**src/rtl/mem_wb_stage_if.sv**
```systemverilog
// rtl/mem_wb_stage_if.sv - EX handshake, data-memory bus and write-back signals of the MEM/WB stage
interface mem_wb_stage_if;
   logic        ex_valid;
   logic        ex_ready;
   logic [4:0]  ex_rd;
   logic        ex_reg_write;
   logic        ex_mem_read;
   logic        ex_mem_write;
   logic [2:0]  ex_funct3;
   logic [31:0] ex_alu_result;
   logic [31:0] ex_store_data;

   logic        dmem_req;
   logic        dmem_we;
   logic [31:0] dmem_addr;
   logic [31:0] dmem_wdata;
   logic [3:0]  dmem_wstrb;
   logic        dmem_ack;
   logic [31:0] dmem_rdata;

   logic [4:0]  rd_write_back;
   logic [31:0] rd_value;
   logic        rd_write_en;
   logic        mem_err;

   modport slave (
      input  ex_valid, ex_rd, ex_reg_write, ex_mem_read, ex_mem_write,
             ex_funct3, ex_alu_result, ex_store_data, dmem_ack, dmem_rdata,
      output ex_ready, dmem_req, dmem_we, dmem_addr, dmem_wdata, dmem_wstrb,
             rd_write_back, rd_value, rd_write_en, mem_err
   );

   modport master (
      output ex_valid, ex_rd, ex_reg_write, ex_mem_read, ex_mem_write,
             ex_funct3, ex_alu_result, ex_store_data, dmem_ack, dmem_rdata,
      input  ex_ready, dmem_req, dmem_we, dmem_addr, dmem_wdata, dmem_wstrb,
             rd_write_back, rd_value, rd_write_en, mem_err
   );
endinterface

```
**src/rtl/mem_wb_stage.sv**
```systemverilog
// rtl/mem_wb_stage.sv - RV32I memory-access / write-back stage with req/ack data memory
module mem_wb_stage (
   input  logic          clk,
   input  logic          rst,
   mem_wb_stage_if.slave bus
);
   localparam logic [0:0] IDLE     = 1'b0;
   localparam logic [0:0] MEM_WAIT = 1'b1;

   logic [0:0]  state_q, state_d;
   logic        req_q, req_d;
   logic        we_q, we_d;
   logic [31:0] addr_q, addr_d;
   logic [31:0] wdata_q, wdata_d;
   logic [3:0]  wstrb_q, wstrb_d;
   logic [2:0]  funct3_q, funct3_d;
   logic [1:0]  lane_q, lane_d;
   logic [4:0]  rd_q, rd_d;
   logic [4:0]  wb_rd_q, wb_rd_d;
   logic [31:0] wb_val_q, wb_val_d;
   logic        wb_en_q, wb_en_d;
   logic        err_q, err_d;

   logic        xfer, is_mem, f3_ok, align_ok;
   logic [3:0]  st_wstrb;
   logic [31:0] st_wdata;
   logic [7:0]  ld_byte;
   logic [15:0] ld_half;
   logic [31:0] ld_value;

   assign bus.ex_ready = !rst && (state_q == IDLE);
   assign xfer         = bus.ex_valid && bus.ex_ready;
   assign is_mem       = bus.ex_mem_read || bus.ex_mem_write;

   always_comb begin
      f3_ok    = 1'b0;
      align_ok = 1'b0;
      case (bus.ex_funct3)
         3'b000, 3'b001, 3'b010: f3_ok = 1'b1;
         3'b100, 3'b101:         f3_ok = bus.ex_mem_read;
         default:                f3_ok = 1'b0;
      endcase
      case (bus.ex_funct3[1:0])
         2'b00:   align_ok = 1'b1;
         2'b01:   align_ok = !bus.ex_alu_result[0];
         2'b10:   align_ok = (bus.ex_alu_result[1:0] == 2'b00);
         default: align_ok = 1'b0;
      endcase
   end

   // Store data is replicated across lanes so memory only needs the strobes.
   always_comb begin
      st_wstrb = 4'b0000;
      st_wdata = bus.ex_store_data;
      case (bus.ex_funct3[1:0])
         2'b00: begin
            st_wstrb = 4'b0001 << bus.ex_alu_result[1:0];
            st_wdata = {4{bus.ex_store_data[7:0]}};
         end
         2'b01: begin
            st_wstrb = bus.ex_alu_result[1] ? 4'b1100 : 4'b0011;
            st_wdata = {2{bus.ex_store_data[15:0]}};
         end
         default: st_wstrb = 4'b1111;
      endcase
   end

   always_comb begin
      ld_byte = 8'h00;
      case (lane_q)
         2'd0: ld_byte = bus.dmem_rdata[7:0];
         2'd1: ld_byte = bus.dmem_rdata[15:8];
         2'd2: ld_byte = bus.dmem_rdata[23:16];
         default: ld_byte = bus.dmem_rdata[31:24];
      endcase
      ld_half = lane_q[1] ? bus.dmem_rdata[31:16] : bus.dmem_rdata[15:0];
      case (funct3_q)
         3'b000:  ld_value = {{24{ld_byte[7]}}, ld_byte};
         3'b001:  ld_value = {{16{ld_half[15]}}, ld_half};
         3'b100:  ld_value = {24'h0, ld_byte};
         3'b101:  ld_value = {16'h0, ld_half};
         default: ld_value = bus.dmem_rdata;
      endcase
   end

   always_comb begin
      state_d  = state_q;
      req_d    = req_q;
      we_d     = we_q;
      addr_d   = addr_q;
      wdata_d  = wdata_q;
      wstrb_d  = wstrb_q;
      funct3_d = funct3_q;
      lane_d   = lane_q;
      rd_d     = rd_q;
      wb_rd_d  = 5'd0;
      wb_val_d = 32'h0;
      wb_en_d  = 1'b0;
      err_d    = 1'b0;
      case (state_q)
         IDLE: begin
            if (xfer && is_mem) begin
               if (f3_ok && align_ok) begin
                  state_d  = MEM_WAIT;
                  req_d    = 1'b1;
                  we_d     = bus.ex_mem_write;
                  addr_d   = {bus.ex_alu_result[31:2], 2'b00};
                  wdata_d  = bus.ex_mem_write ? st_wdata : 32'h0;
                  wstrb_d  = bus.ex_mem_write ? st_wstrb : 4'b0000;
                  funct3_d = bus.ex_funct3;
                  lane_d   = bus.ex_alu_result[1:0];
                  rd_d     = bus.ex_rd;
               end else begin
                  err_d = 1'b1;
               end
            end else if (xfer && bus.ex_reg_write && bus.ex_rd != 5'd0) begin
               wb_en_d  = 1'b1;
               wb_rd_d  = bus.ex_rd;
               wb_val_d = bus.ex_alu_result;
            end
         end
         default: begin
            if (bus.dmem_ack) begin
               state_d = IDLE;
               req_d   = 1'b0;
               if (!we_q && rd_q != 5'd0) begin
                  wb_en_d  = 1'b1;
                  wb_rd_d  = rd_q;
                  wb_val_d = ld_value;
               end
            end
         end
      endcase
   end

   always_ff @(posedge clk or posedge rst) begin
      if (rst) begin
         state_q  <= IDLE;
         req_q    <= 1'b0;
         we_q     <= 1'b0;
         addr_q   <= 32'h0;
         wdata_q  <= 32'h0;
         wstrb_q  <= 4'b0000;
         funct3_q <= 3'b000;
         lane_q   <= 2'b00;
         rd_q     <= 5'd0;
         wb_rd_q  <= 5'd0;
         wb_val_q <= 32'h0;
         wb_en_q  <= 1'b0;
         err_q    <= 1'b0;
      end else begin
         state_q  <= state_d;
         req_q    <= req_d;
         we_q     <= we_d;
         addr_q   <= addr_d;
         wdata_q  <= wdata_d;
         wstrb_q  <= wstrb_d;
         funct3_q <= funct3_d;
         lane_q   <= lane_d;
         rd_q     <= rd_d;
         wb_rd_q  <= wb_rd_d;
         wb_val_q <= wb_val_d;
         wb_en_q  <= wb_en_d;
         err_q    <= err_d;
      end
   end

   assign bus.dmem_req      = req_q;
   assign bus.dmem_we       = we_q;
   assign bus.dmem_addr     = addr_q;
   assign bus.dmem_wdata    = wdata_q;
   assign bus.dmem_wstrb    = wstrb_q;
   assign bus.rd_write_back = wb_rd_q;
   assign bus.rd_value      = wb_val_q;
   assign bus.rd_write_en   = wb_en_q;
   assign bus.mem_err       = err_q;
endmodule

```
**src/flat_wrapper.sv**
```systemverilog
// flat-port wrapper written by rule: the top's interface ports become plain ports
module mem_wb_stage_flat 
  (clk, rst, bus_ex_valid, bus_ex_rd, bus_ex_reg_write, bus_ex_mem_read, bus_ex_mem_write, bus_ex_funct3, bus_ex_alu_result, bus_ex_store_data, bus_dmem_ack, bus_dmem_rdata, bus_ex_ready, bus_dmem_req, bus_dmem_we, bus_dmem_addr, bus_dmem_wdata, bus_dmem_wstrb, bus_rd_write_back, bus_rd_value, bus_rd_write_en, bus_mem_err);
  mem_wb_stage_if bus_i ();
  input  logic clk;
  input  logic rst;
  input wire logic [$bits(bus_i.ex_valid)-1:0] bus_ex_valid;
  input wire logic [$bits(bus_i.ex_rd)-1:0] bus_ex_rd;
  input wire logic [$bits(bus_i.ex_reg_write)-1:0] bus_ex_reg_write;
  input wire logic [$bits(bus_i.ex_mem_read)-1:0] bus_ex_mem_read;
  input wire logic [$bits(bus_i.ex_mem_write)-1:0] bus_ex_mem_write;
  input wire logic [$bits(bus_i.ex_funct3)-1:0] bus_ex_funct3;
  input wire logic [$bits(bus_i.ex_alu_result)-1:0] bus_ex_alu_result;
  input wire logic [$bits(bus_i.ex_store_data)-1:0] bus_ex_store_data;
  input wire logic [$bits(bus_i.dmem_ack)-1:0] bus_dmem_ack;
  input wire logic [$bits(bus_i.dmem_rdata)-1:0] bus_dmem_rdata;
  output wire logic [$bits(bus_i.ex_ready)-1:0] bus_ex_ready;
  output wire logic [$bits(bus_i.dmem_req)-1:0] bus_dmem_req;
  output wire logic [$bits(bus_i.dmem_we)-1:0] bus_dmem_we;
  output wire logic [$bits(bus_i.dmem_addr)-1:0] bus_dmem_addr;
  output wire logic [$bits(bus_i.dmem_wdata)-1:0] bus_dmem_wdata;
  output wire logic [$bits(bus_i.dmem_wstrb)-1:0] bus_dmem_wstrb;
  output wire logic [$bits(bus_i.rd_write_back)-1:0] bus_rd_write_back;
  output wire logic [$bits(bus_i.rd_value)-1:0] bus_rd_value;
  output wire logic [$bits(bus_i.rd_write_en)-1:0] bus_rd_write_en;
  output wire logic [$bits(bus_i.mem_err)-1:0] bus_mem_err;
  assign bus_i.ex_valid = bus_ex_valid;
  assign bus_i.ex_rd = bus_ex_rd;
  assign bus_i.ex_reg_write = bus_ex_reg_write;
  assign bus_i.ex_mem_read = bus_ex_mem_read;
  assign bus_i.ex_mem_write = bus_ex_mem_write;
  assign bus_i.ex_funct3 = bus_ex_funct3;
  assign bus_i.ex_alu_result = bus_ex_alu_result;
  assign bus_i.ex_store_data = bus_ex_store_data;
  assign bus_i.dmem_ack = bus_dmem_ack;
  assign bus_i.dmem_rdata = bus_dmem_rdata;
  assign bus_ex_ready = bus_i.ex_ready;
  assign bus_dmem_req = bus_i.dmem_req;
  assign bus_dmem_we = bus_i.dmem_we;
  assign bus_dmem_addr = bus_i.dmem_addr;
  assign bus_dmem_wdata = bus_i.dmem_wdata;
  assign bus_dmem_wstrb = bus_i.dmem_wstrb;
  assign bus_rd_write_back = bus_i.rd_write_back;
  assign bus_rd_value = bus_i.rd_value;
  assign bus_rd_write_en = bus_i.rd_write_en;
  assign bus_mem_err = bus_i.mem_err;
  mem_wb_stage u_core (.clk(clk), .rst(rst), .bus(bus_i));
endmodule
```
**config.mk**
```make
export PLATFORM = sky130hd
export DESIGN_NAME = mem_wb_stage_flat
export DESIGN_NICKNAME = d
export VERILOG_FILES = /design/src/rtl/mem_wb_stage_if.sv /design/src/rtl/mem_wb_stage.sv /design/src/flat_wrapper.sv
export SDC_FILE = /design/constraint.sdc
export NUM_CORES = 1
export LEC_CHECK = 0
export BUFFER_PORTS_ARGS = -buffer_cell sky130_fd_sc_hd__buf_4
export CAP_MARGIN = 10
export CORE_MARGIN = 5
export CORE_UTILIZATION = 50
export CTS_BUF_LIST = sky130_fd_sc_hd__clkbuf_2
export CTS_CLUSTER_DIAMETER = 30
export DETAILED_ROUTE_END_ITERATION = 16
export PLACE_DENSITY = 0.83
export SLEW_MARGIN = 30
export SYNTH_ARGS = -nofsm -noshare
export SYNTH_HDL_FRONTEND = slang
export SYNTH_SLANG_ARGS = --single-unit
```
**constraint.sdc**
```tcl
create_clock -name clk -period 3.6 [get_ports clk]
set_input_delay 0.18 -clock clk [delete_from_list [all_inputs] [get_ports clk]]
set_output_delay 0.18 -clock clk [all_outputs]
set_load 0.05 [all_outputs]
```
* Word-level counts from Yosys, hierarchy flattened *
Cells that the tools add are included.
Widths: inputs -> output; s select.

cells by class
  shift operators = 1
  equality and inequality tests = 12
  mux-type cells = 36
  reduce and logical (&&, ||, !) cells = 24
  bitwise gates (word level) = 1

operator list
  cell                 number
  $mux 32              6
  $pmux 32 s4          1
  $pmux 32 s2          1
  $mux 5               5
  $pmux 8 s3           1
  $mux 1               16
  $mux 16              1
  $eq 3x3->1 const B   4
  $reduce_bool 5->1    2
  $mux 4               2
  $pmux 4 s2           1
  $logic_and 1x1->1    7
  $eq 3x1->1 const B   2
  $logic_not 2->1      3
  $logic_not 3->1      2
  $reduce_and 3->1     2
  $eq 2x1->1 const B   2
  $eq 2x2->1 const B   2
  $reduce_bool 2->1    2
  $shl 1x2->4 const A  1
  $eq 3x2->1 const B   1
  $logic_not 1->1      3
  $pmux 1 s3           1
  $reduce_or 3->1      1
  other kinds (5)      5

storage, ports and cells
  word-level logic and storage cells = 87
  output and inout bits = 110
  flip-flop bits (word level) = 118
  bits of input ports = 111

* Logic depth before layout (Yosys ltp) *
Gate-level depths: netlist of run 1.

  word-level depth = 8
  depth in mapped cells = 7

* Worst setup path before layout of run 1 *
OpenSTA, ideal clock, no wires.

  kind = register -> register
  from = register u_core.we_q (netlist: u_core.bus.dmem_we)
  to = register u_core.wb_val_q[21] (netlist: u_core.bus.rd_value[21])
  setup slack = 1594 ps
  arrival = 1880 ps
  clock period less this slack = 2006 ps
  buffers on the path = 3
  data required time = 3474 ps
  stages on the path, launching flop included = 8
  cell sequence = dfrtp_1 > and3b_1 > clkbuf_1 > o21a_4 > and2_4 > buf_6 > buf_8 > a221o_1

between the ends
  word-level cells in the longest chain between the ends = 5

ends and longest elaborated chain
  what                      RTL line             RTL
  start: declaration        mem_wb_stage.sv:12   logic we_q, we_d;
  start signal: assignment  mem_wb_stage.sv:154  we_q <= we_d;
  $logic_not 1->1           mem_wb_stage.sv:126  if (!we_q && rd_q != 5'd0) begin
  $logic_and 1x1->1         mem_wb_stage.sv:126
  $mux 32                   mem_wb_stage.sv:126
  $mux 32                   mem_wb_stage.sv:123  if (bus.dmem_ack) begin
  $mux 32                   mem_wb_stage.sv:100  case (state_q)
  net u_core.wb_val_d[21]   mem_wb_stage.sv:20   logic [31:0] wb_val_q, wb_val_d;
  end signal: assignment    mem_wb_stage.sv:162  wb_val_q <= wb_val_d;
  end: declaration          mem_wb_stage.sv:20

The timed path passes the listed nets, and every way through them passes these cells.
A chain may end at the register's enable or synchronous reset.

* Worst setup path in the final report of run 1 *
  from = register u_core.funct3_q[0]
  to = register u_core.wb_val_q[5] (netlist: u_core.bus.rd_value[5])

between the ends
  word-level cells in the longest chain between the ends = 5
  elaborated cells between the ends (all ways) = 8
  classes of those cells = 3 x eq/ne; 4 x mux; 1 x reduce/logical

ends and longest elaborated chain
  what                                      RTL line             RTL
  start: declaration                        mem_wb_stage.sv:16   logic [2:0] funct3_q, funct3_d;
  start signal: assignment                  mem_wb_stage.sv:158  funct3_q <= funct3_d;
  $eq 3x3->1, or another cell as far along  mem_wb_stage.sv:77   case (funct3_q)
  $pmux 32 s4 (*)                           mem_wb_stage.sv:77
  $mux 32 (*)                               mem_wb_stage.sv:126
  $mux 32 (*)                               mem_wb_stage.sv:123
  $mux 32 (*)                               mem_wb_stage.sv:100
  net u_core.wb_val_d[5]                    mem_wb_stage.sv:20

The timed path passes the listed nets; every way through them passes the cells marked *.

==> results of run 1 <==
==> cell usage after synthesis (2+ instances only) <==
library cell / number
clkbuf_1: 19
mux2_1: 4
nand2b_1: 4
mux2_2: 63
a21o_1: 10
nor2_1: 7
dfrtp_1: 118
or3b_2: 3
a21boi_0: 8
mux2i_1: 41
a22o_1: 4
buf_2: 8
a221oi_1: 8
a221o_2: 6
nor2b_1: 13
nor4_1: 2
a32oi_1: 6
buf_4: 4
nand3b_1: 2
o31ai_1: 7
o21ai_0: 19
a221o_1: 10
inv_1: 30
a21oi_1: 12
nand2_1: 35
==> flip-flops by register name, summed over array words and instances, names as in the netlist <==
register,count
u_core.lane_q,2
u_core.bus.dmem_addr,30
u_core.bus.dmem_wdata,32
u_core.bus.dmem_wstrb,4
u_core.bus.dmem_we,1
u_core.bus.rd_value,32
u_core.bus.dmem_req,1
u_core.bus.rd_write_back,5
u_core.bus.rd_write_en,1
u_core.funct3_q,3
u_core.rd_q,5
u_core.bus.mem_err,1
u_core.state_q,1
==> final cells by class <==
class | count | area share, %
Clock buffer | 17 | 0.942
Sequential cell | 118 | 32.7
Timing Repair Buffer | 364 | 34.3
Multi-Input combinational cell | 282 | 26.1
Antenna cell | 1 | 0.0277
Clock inverter | 15 | 2.76
Inverter | 30 | 1.27
Tap cell | 140 | 1.94
==> worst min path at each step <==
stage / startpoint / to / slack [ps] / cells past startpoint
final: bus_ex_store_data[12] / u_core.bus.dmem_wdata[12] / 100 / 4
after floorplan: bus_ex_alu_result[6] / u_core.bus.rd_value[6] / 300 / 2
after detailed placement: bus_ex_alu_result[7] / u_core.bus.rd_value[7] / 390 / 2
after global routing: bus_ex_store_data[12] / u_core.bus.dmem_wdata[12] / 50 / 4
after CTS: bus_ex_store_data[12] / u_core.bus.dmem_wdata[12] / 10 / 4
after global placement: rst / u_core.bus.dmem_req / 390 / 2
==> through the flow <==
step / area [µm²] / hold WS [ps] / setup WS [ps] / cells / power, mW
after floorplan: 5570 / 295 / 291 / 464 / 3.07
after global placement: 7280 / 387 / 1360 / 793 / 3.68
after detailed placement: 7280 / 394 / 1280 / 793 / 3.73
after CTS: 9010 / 11.4 / 454 / 965 / 4.99
after global routing: 9030 / 47.8 / 523 / 967 / 5.25
final: 9030 / 101 / 588 / 967 / 5.06
==> layer usage <==
| layer | GRT usage [%] | part of all wire (%) |
|---|---|---|
| met3 | 9.03 | 9.0 |
| met2 | 59.6 | 53 |
| met4 | 19.3 | 6.1 |
| met1 | 34.0 | 32 |
| met5 | 0 | 0 |
==> power groups by stage <==
stage | clock network [mW] | logic, mW | registers (mW)
after floorplan | 0 | 0.499 | 2.57
after global routing | 1.23 | 2.18 | 1.84
after CTS | 1.16 | 2.04 | 1.78
after detailed placement | 0 | 1.92 | 1.81
after global placement | 0 | 1.89 | 1.79
final | 1.16 | 2.10 | 1.81
==> what timing repair did <==
item | 4_1_cts | 5_1_grt
endpoints found under the hold margin | 177 | 0
endpoints found under the setup margin | 0 | 0
gates resized for setup | 0 | 0
hold buffers | 140 | 0
==> worst min-delay path, delay by kind of cell <==
family | cells | cell delay, ps
buffers and inverters | 1 | 120
AOI/OAI and AO/OA | 2 | 200
muxes | 1 | 260
==> placed cells by master, fill, tap and decap left out, types with 2 or more instances in the layout <==
| cell type | count |
|---|---|
| nand2b_1 | 4 |
| a22o_1 | 4 |
| o31ai_1 | 7 |
| a221o_2 | 6 |
| a21o_1 | 10 |
| mux2i_1 | 41 |
| buf_4 | 223 |
| bufinv_16 | 6 |
| mux2_2 | 63 |
| nor2b_1 | 13 |
| a221oi_1 | 8 |
| dfrtp_1 | 118 |
| inv_6 | 3 |
| dlygate4sd3_1 | 140 |
| a21oi_1 | 12 |
| a21boi_0 | 8 |
| a221o_1 | 10 |
| clkinv_4 | 3 |
| a32oi_1 | 6 |
| o21ai_0 | 19 |
| nand2_1 | 35 |
| nand3b_1 | 2 |
| mux2_1 | 4 |
| or3b_2 | 3 |
| nor2_1 | 7 |
| conb_1 | 2 |
| clkbuf_2 | 17 |
| inv_1 | 29 |
| nor4_1 | 2 |
==> kinds of logic (layout without fill, tap and decap cells) <==
logic type             Yosys count  after routing
AO/OA/AOI/OAI                   97             97
buffers and inverters           64            426
other                            1              3
AND/OR/NAND/NOR                 74             74
multiplexers                   109            109
flip-flops                     118            118
==> flow_metrics.py, run 1 <==
metrics = {
    "critical_path": {
        "crit_end": "u_core.bus.rd_value[5]",
        "cp_top_family": "buffers and inverters",
        "cpPeakStageDelay_ps": 650,
        "r2r_cells": 7,
        "rr_endpoint": "u_core.bus.rd_value[5]",
        "path_buf_inv": 3,
        "cp_data_required_time_ps": 4230,
        "crit_top_cell": "dlygate4sd3_1",
        "path_cells": "nor2b_1 -> buf_4 -> o21bai_2 -> a32oi_1 -> dlygate4sd3_1 -> o31ai_1 -> dlygate4sd3_1",
        "worst-path-stages": 7,
        "arrival_ps": 3640,
        "cp-start-kind": "register",
        "timing.rr.start": "u_core.funct3_q[0]",
        "crit_start": "u_core.funct3_q[0]",
        "path_class": "reg2reg",
        "crit_path_end_kind": "register",
        "path_max_fanout": 13,
        "cp_slowest_cell": "dfrtp_1",
        "r2r_setup_slack_ps": 590,
    },
    "clocking": {
        "path_clk_slew_ps": 200,
        "clk_latency_ps": 710,
        "clock-sinks": 118,
        "cts_max_level": 4,
        "clockBufferDepth": 2,
        "cts-root-buf": "clkbuf_2",
        "cts_inserted_buffers": 17,
        "cts_tree": "built",
        "cts_setup_buffers": 0,
    },
    "outcome": {
        "outcome": "finished clean",
    },
    "sta": {
        "skew_ps": 58.0,
        "timing.final.crit_share_pct": 83.7,
        "relSlewSlack_pct": 46.5,
        "rsz0062_at_grt": "no",
        "slew_viol_final": 0,
        "setup-tns-final_ps": 0,
        "hold_viol": 0,
        "fin_crit_ps": 3010,
        "fmax_ghz": 0.332,
        "setup_violations": 0,
        "tightest_slew_ps": 802,
    },
    "power_and_ir_drop": {
        "p_clk_share_pct": 22.9,
        "p_comb_share_pct": 41.4,
        "power_density_nw_per_um2": 560,
        "internal_power_mw": 2.95,
        "p_switching_mw": 2.11,
        "power.share.sequential_pct": 35.7,
        "p_sw_share_pct": 41.8,
        "vdd_drop_max_uv": 388,
        "leakagePower_nw": 4.46,
    },
    "finish": {
        "fillCellCount": 556,
        "final_nets": 924,
        "seq_area_um2": 2950,
        "syn_to_final_growth_pct": 62.1,
        "drive_above_1_share_pct": 41.0,
        "multiInputGateArea_um2": 2350,
        "utilization_pct": 82.9,
    },
    "yosys": {
        "synth_largest_area_cell": "dfrtp_1",
        "synthCells": 463,
        "synth_top_family_by_area": "multiplexers",
        "synth-seq-area-share_pct": 53.0,
        "yosys.area_share.adder_pct": 0,
        "synthFlopType": "dfrtp_1",
        "synth_compound_area_share_pct": 13.6,
        "synth-xor-area-share_pct": 0,
        "yosysWarnings": 0,
        "netlist_area_um2": 5570,
        "async_flop_share_pct": 100,
        "synthTopCellsByArea": "dfrtp_1 (53%), mux2_2 (13%), mux2i_1 (7.4%), nand2_1 (2.4%), inv_1 (2.0%)",
        "synth_edf_count": 0,
        "synthSimpleGateAreaFrac_pct": 6.85,
        "synth_mux_area_share_pct": 21.3,
        "yosysTopAreaCellShare_pct": 53.0,
        "ys_ff_latch": 118,
        "ys_types": 45,
        "syn_area_per_cell_um2": 12.0,
    },
    "die": {
        "initial_core_util_pct": 51.1,
        "io_pins": 221,
        "dieWidth_um": 116,
        "dieHeight_um": 116,
        "die_area_um2": 13300,
        "rows": 38,
        "coreArea_um2": 10900,
    },
    "global_routing": {
        "antenna_found_initial": 1,
        "grt_pass1_vias": 6041,
        "grt_pass1_wl_um": 33000,
        "grt_max_degree": 80,
        "grt_usage_pct": 32.9,
        "overflow": 0,
    },
    "placement": {
        "place_congestion": 0.912,
        "place_hpwl_um": 12000,
        "io_buffer_count": 218,
    },
    "worst_hold_path": {
        "hp-class": "in2reg",
    },
    "route": {
        "vias": 5515,
        "drt_iter0_markers": 505,
        "routed_wl_um": 21700,
        "dr.pass1.iters": 7,
        "drc": 0,
        "wl_per_cell_um": 22.5,
        "via_per_inst": 5.70,
        "ant_nets": 0,
    },
    "run": {
        "drv_cap": 0,
    },
}
(Power assumes the default switching activity.)
==> inputs of run 2 (changes only) <==
==> constraint.sdc (replaced) <==
create_clock -name clk -period 3 [get_ports clk]
set_input_delay 0.15 -clock clk [delete_from_list [all_inputs] [get_ports clk]]
set_output_delay 0.15 -clock clk [all_outputs]
set_load 0.05 [all_outputs]
==> run 2 against run 1 <==
Wire length is essentially flat. First-iteration DRC count shrank 17%. Maximum frequency grew 3.7%. Sequential power grew 20%. Die area is the same. Clock skew grew 3.6 ps. Critical endpoint is now u_core.bus.rd_value[20]. Hold slack lost 74 ps. Non-clock buffer count grew 5. Largest power group unchanged. Critical path depth shrank 1.
==> flow_metrics.py, run 2 (synthesized netlist as in run 1, its figures left out) <==
metrics = {
    "critical_path": {
        "path_buf_inv": 2,
        "path_max_fanout": 14,
        "path_cells": "mux4_2 -> nand3b_1 -> a2111oi_4 -> buf_4 -> a221o_2 -> dlygate4sd3_1",
        "arrival_ps": 3480,
        "cpPeakStageDelay_ps": 750,
        "cp-start-kind": "register",
        "crit_path_end_kind": "register",
        "cp_slowest_cell": "dfrtp_1",
        "path_class": "reg2reg",
        "cp_data_required_time_ps": 3580,
        "cp_top_family": "buffers and inverters",
    },
    "die": {
        "dieHeight_um": 116,
        "rows": 38,
        "dieWidth_um": 116,
        "io_pins": 221,
        "coreArea_um2": 10900,
        "die_area_um2": 13300,
        "initial_core_util_pct": 51.1,
    },
    "clocking": {
        "clk_latency_ps": 720,
        "cts-root-buf": "clkbuf_2",
        "clockBufferDepth": 2,
        "cts_max_level": 4,
        "cts_tree": "built",
        "cts_inserted_buffers": 17,
        "cts-resized-gates": 0,
        "clock-sinks": 118,
        "path_clk_slew_ps": 190,
    },
    "global_routing": {
        "grt_pass1_wl_um": 32500,
        "use_met3_pct": 9.50,
        "gr-usage-met2_pct": 57.0,
        "use_met1_pct": 34.8,
        "grt_pass1_vias": 6035,
        "antenna_found_initial": 0,
        "grt_busiest_layer": "met2",
        "grt_max_degree": 82,
        "overflow": 0,
        "grt_usage_pct": 32.6,
    },
    "sta": {
        "fmax_ghz": 0.344,
        "skew_ps": 61.6,
        "timing.final.crit_share_pct": 96.8,
        "relSlewSlack_pct": 43.8,
        "slew_viol_final": 0,
        "hold_viol": 0,
        "setup_violations": 0,
        "tightest_slew_ps": 841,
        "setup-tns-final_ps": 0,
        "rsz0062_at_grt": "no",
        "fin_crit_ps": 2910,
    },
    "placement": {
        "place_hpwl_um": 12100,
        "dpl_cell_area_um2": 7300,
        "dp_cells": 794,
        "place_congestion": 0.872,
        "io_buffer_count": 218,
    },
    "power_and_ir_drop": {
        "p_clk_share_pct": 17.1,
        "internal_power_mw": 3.18,
        "vdd_drop_max_uv": 588,
        "p_sw_share_pct": 43.9,
        "power.share.sequential_pct": 38.3,
        "p_switching_mw": 2.49,
        "leakagePower_nw": 4.40,
        "power_density_nw_per_um2": 633,
        "p_comb_share_pct": 44.7,
    },
    "finish": {
        "final_common_cell": "buf_4",
        "final_cell_mix": "buf_4 (223), dlygate4sd3_1 (144), dfrtp_1 (118), mux2_2 (63), mux2i_1 (41)",
        "final_nets": 929,
        "drive_above_1_share_pct": 40.3,
        "stdcell_area_um2": 8960,
        "num_antenna_cells": 0,
        "final_cells": 969,
        "syn_to_final_growth_pct": 60.8,
    },
    "run": {
        "drv_cap": 0,
    },
    "route": {
        "routed_wl_um": 21700,
        "vias": 5577,
        "wl_per_cell_um": 22.4,
        "via_per_inst": 5.76,
        "drt_iter0_markers": 419,
        "dr.pass1.iters": 5,
        "ant_nets": 0,
        "drc": 0,
    },
    "outcome": {
        "outcome": "finished clean",
    },
    "worst_hold_path": {
        "hp-class": "in2reg",
    },
}
[run 2: cell count changes in the layout (fill, tap and decap cells not counted)]
cell	previous run	this run
diode_2	1	0
dlygate4sd3_1	140	144
clkinvlp_4	1	5
inv_6	3	0
clkinv_4	3	0
clkbuf_2	17	18
bufinv_16	6	2
inv_4	1	0
buf_12	1	2
clkinv_1	1	5
[run 2: path summary, 6_finish.rpt]
path | start | endpoint | slack, ps | depth (start not counted)
max in group asynchronous | rst | u_core.bus.rd_value[10] | 1920 | 4
hold reg to reg | u_core.bus.dmem_addr[10] | u_core.bus.dmem_addr[10] | 520 | 1
min in group asynchronous | rst | u_core.bus.dmem_addr[5] | 130 | 3
hold / removal | bus_ex_store_data[12] | u_core.bus.dmem_wdata[12] | 30 | 4
setup / recovery | u_core.lane_q[1] | u_core.bus.rd_value[20] | 90 | 6
setup reg to reg | u_core.lane_q[1] | u_core.bus.rd_value[20] | 90 | 6
[run 2: through the flow]
stage,total power [mW],hold slack (ps),util (%),worst slack (ps)
floorplan,3.68,265,-,994
global placement,4.41,337,67.1,755
CTS,5.56,1.63,82.0,106
global route,5.90,0.803,82.3,55.6
detailed placement,4.48,351,67.1,664
finish,5.67,27.3,82.3,94.8
[run 2: layout make-up]
class                   count  area, µm²
fillers                   548       1930
well taps                 140        175
multi-input cells         282       2350
flip-flops and latches    118       2950
repair buffers            369       3160
clock buffers              18       90.1
inverters                  30        116
clock inverters            12        114
[run 2: layer usage]
layer	vias to the layer above	wire, µm
met1	2711	7140
li1	2368	-
met3	102	2140
met5	-	0
met2	396	11100
met4	0	1330
[run 2: tightest hold or removal path, cell delays in order]
cell and delay [ps]:
buf_4 120, o21ai_0 70, a21boi_0 100, mux2_2 260
[run 2: power groups by stage]
stage / registers [mW] / clock network, mW / logic [mW]
global placement: 2.15 / 0 / 2.27
detailed placement: 2.17 / 0 / 2.31
global route: 2.21 / 1.06 / 2.64
CTS: 2.14 / 0.954 / 2.46
floorplan: 3.08 / 0 / 0.599
finish: 2.17 / 0.968 / 2.53
[run 2: what timing repair did]
action | CTS | global route
buffers inserted | 0 | 0
hold endpoints to repair | 150 | 2
setup endpoints to repair | 0 | 0
hold buffers | 142 | 2
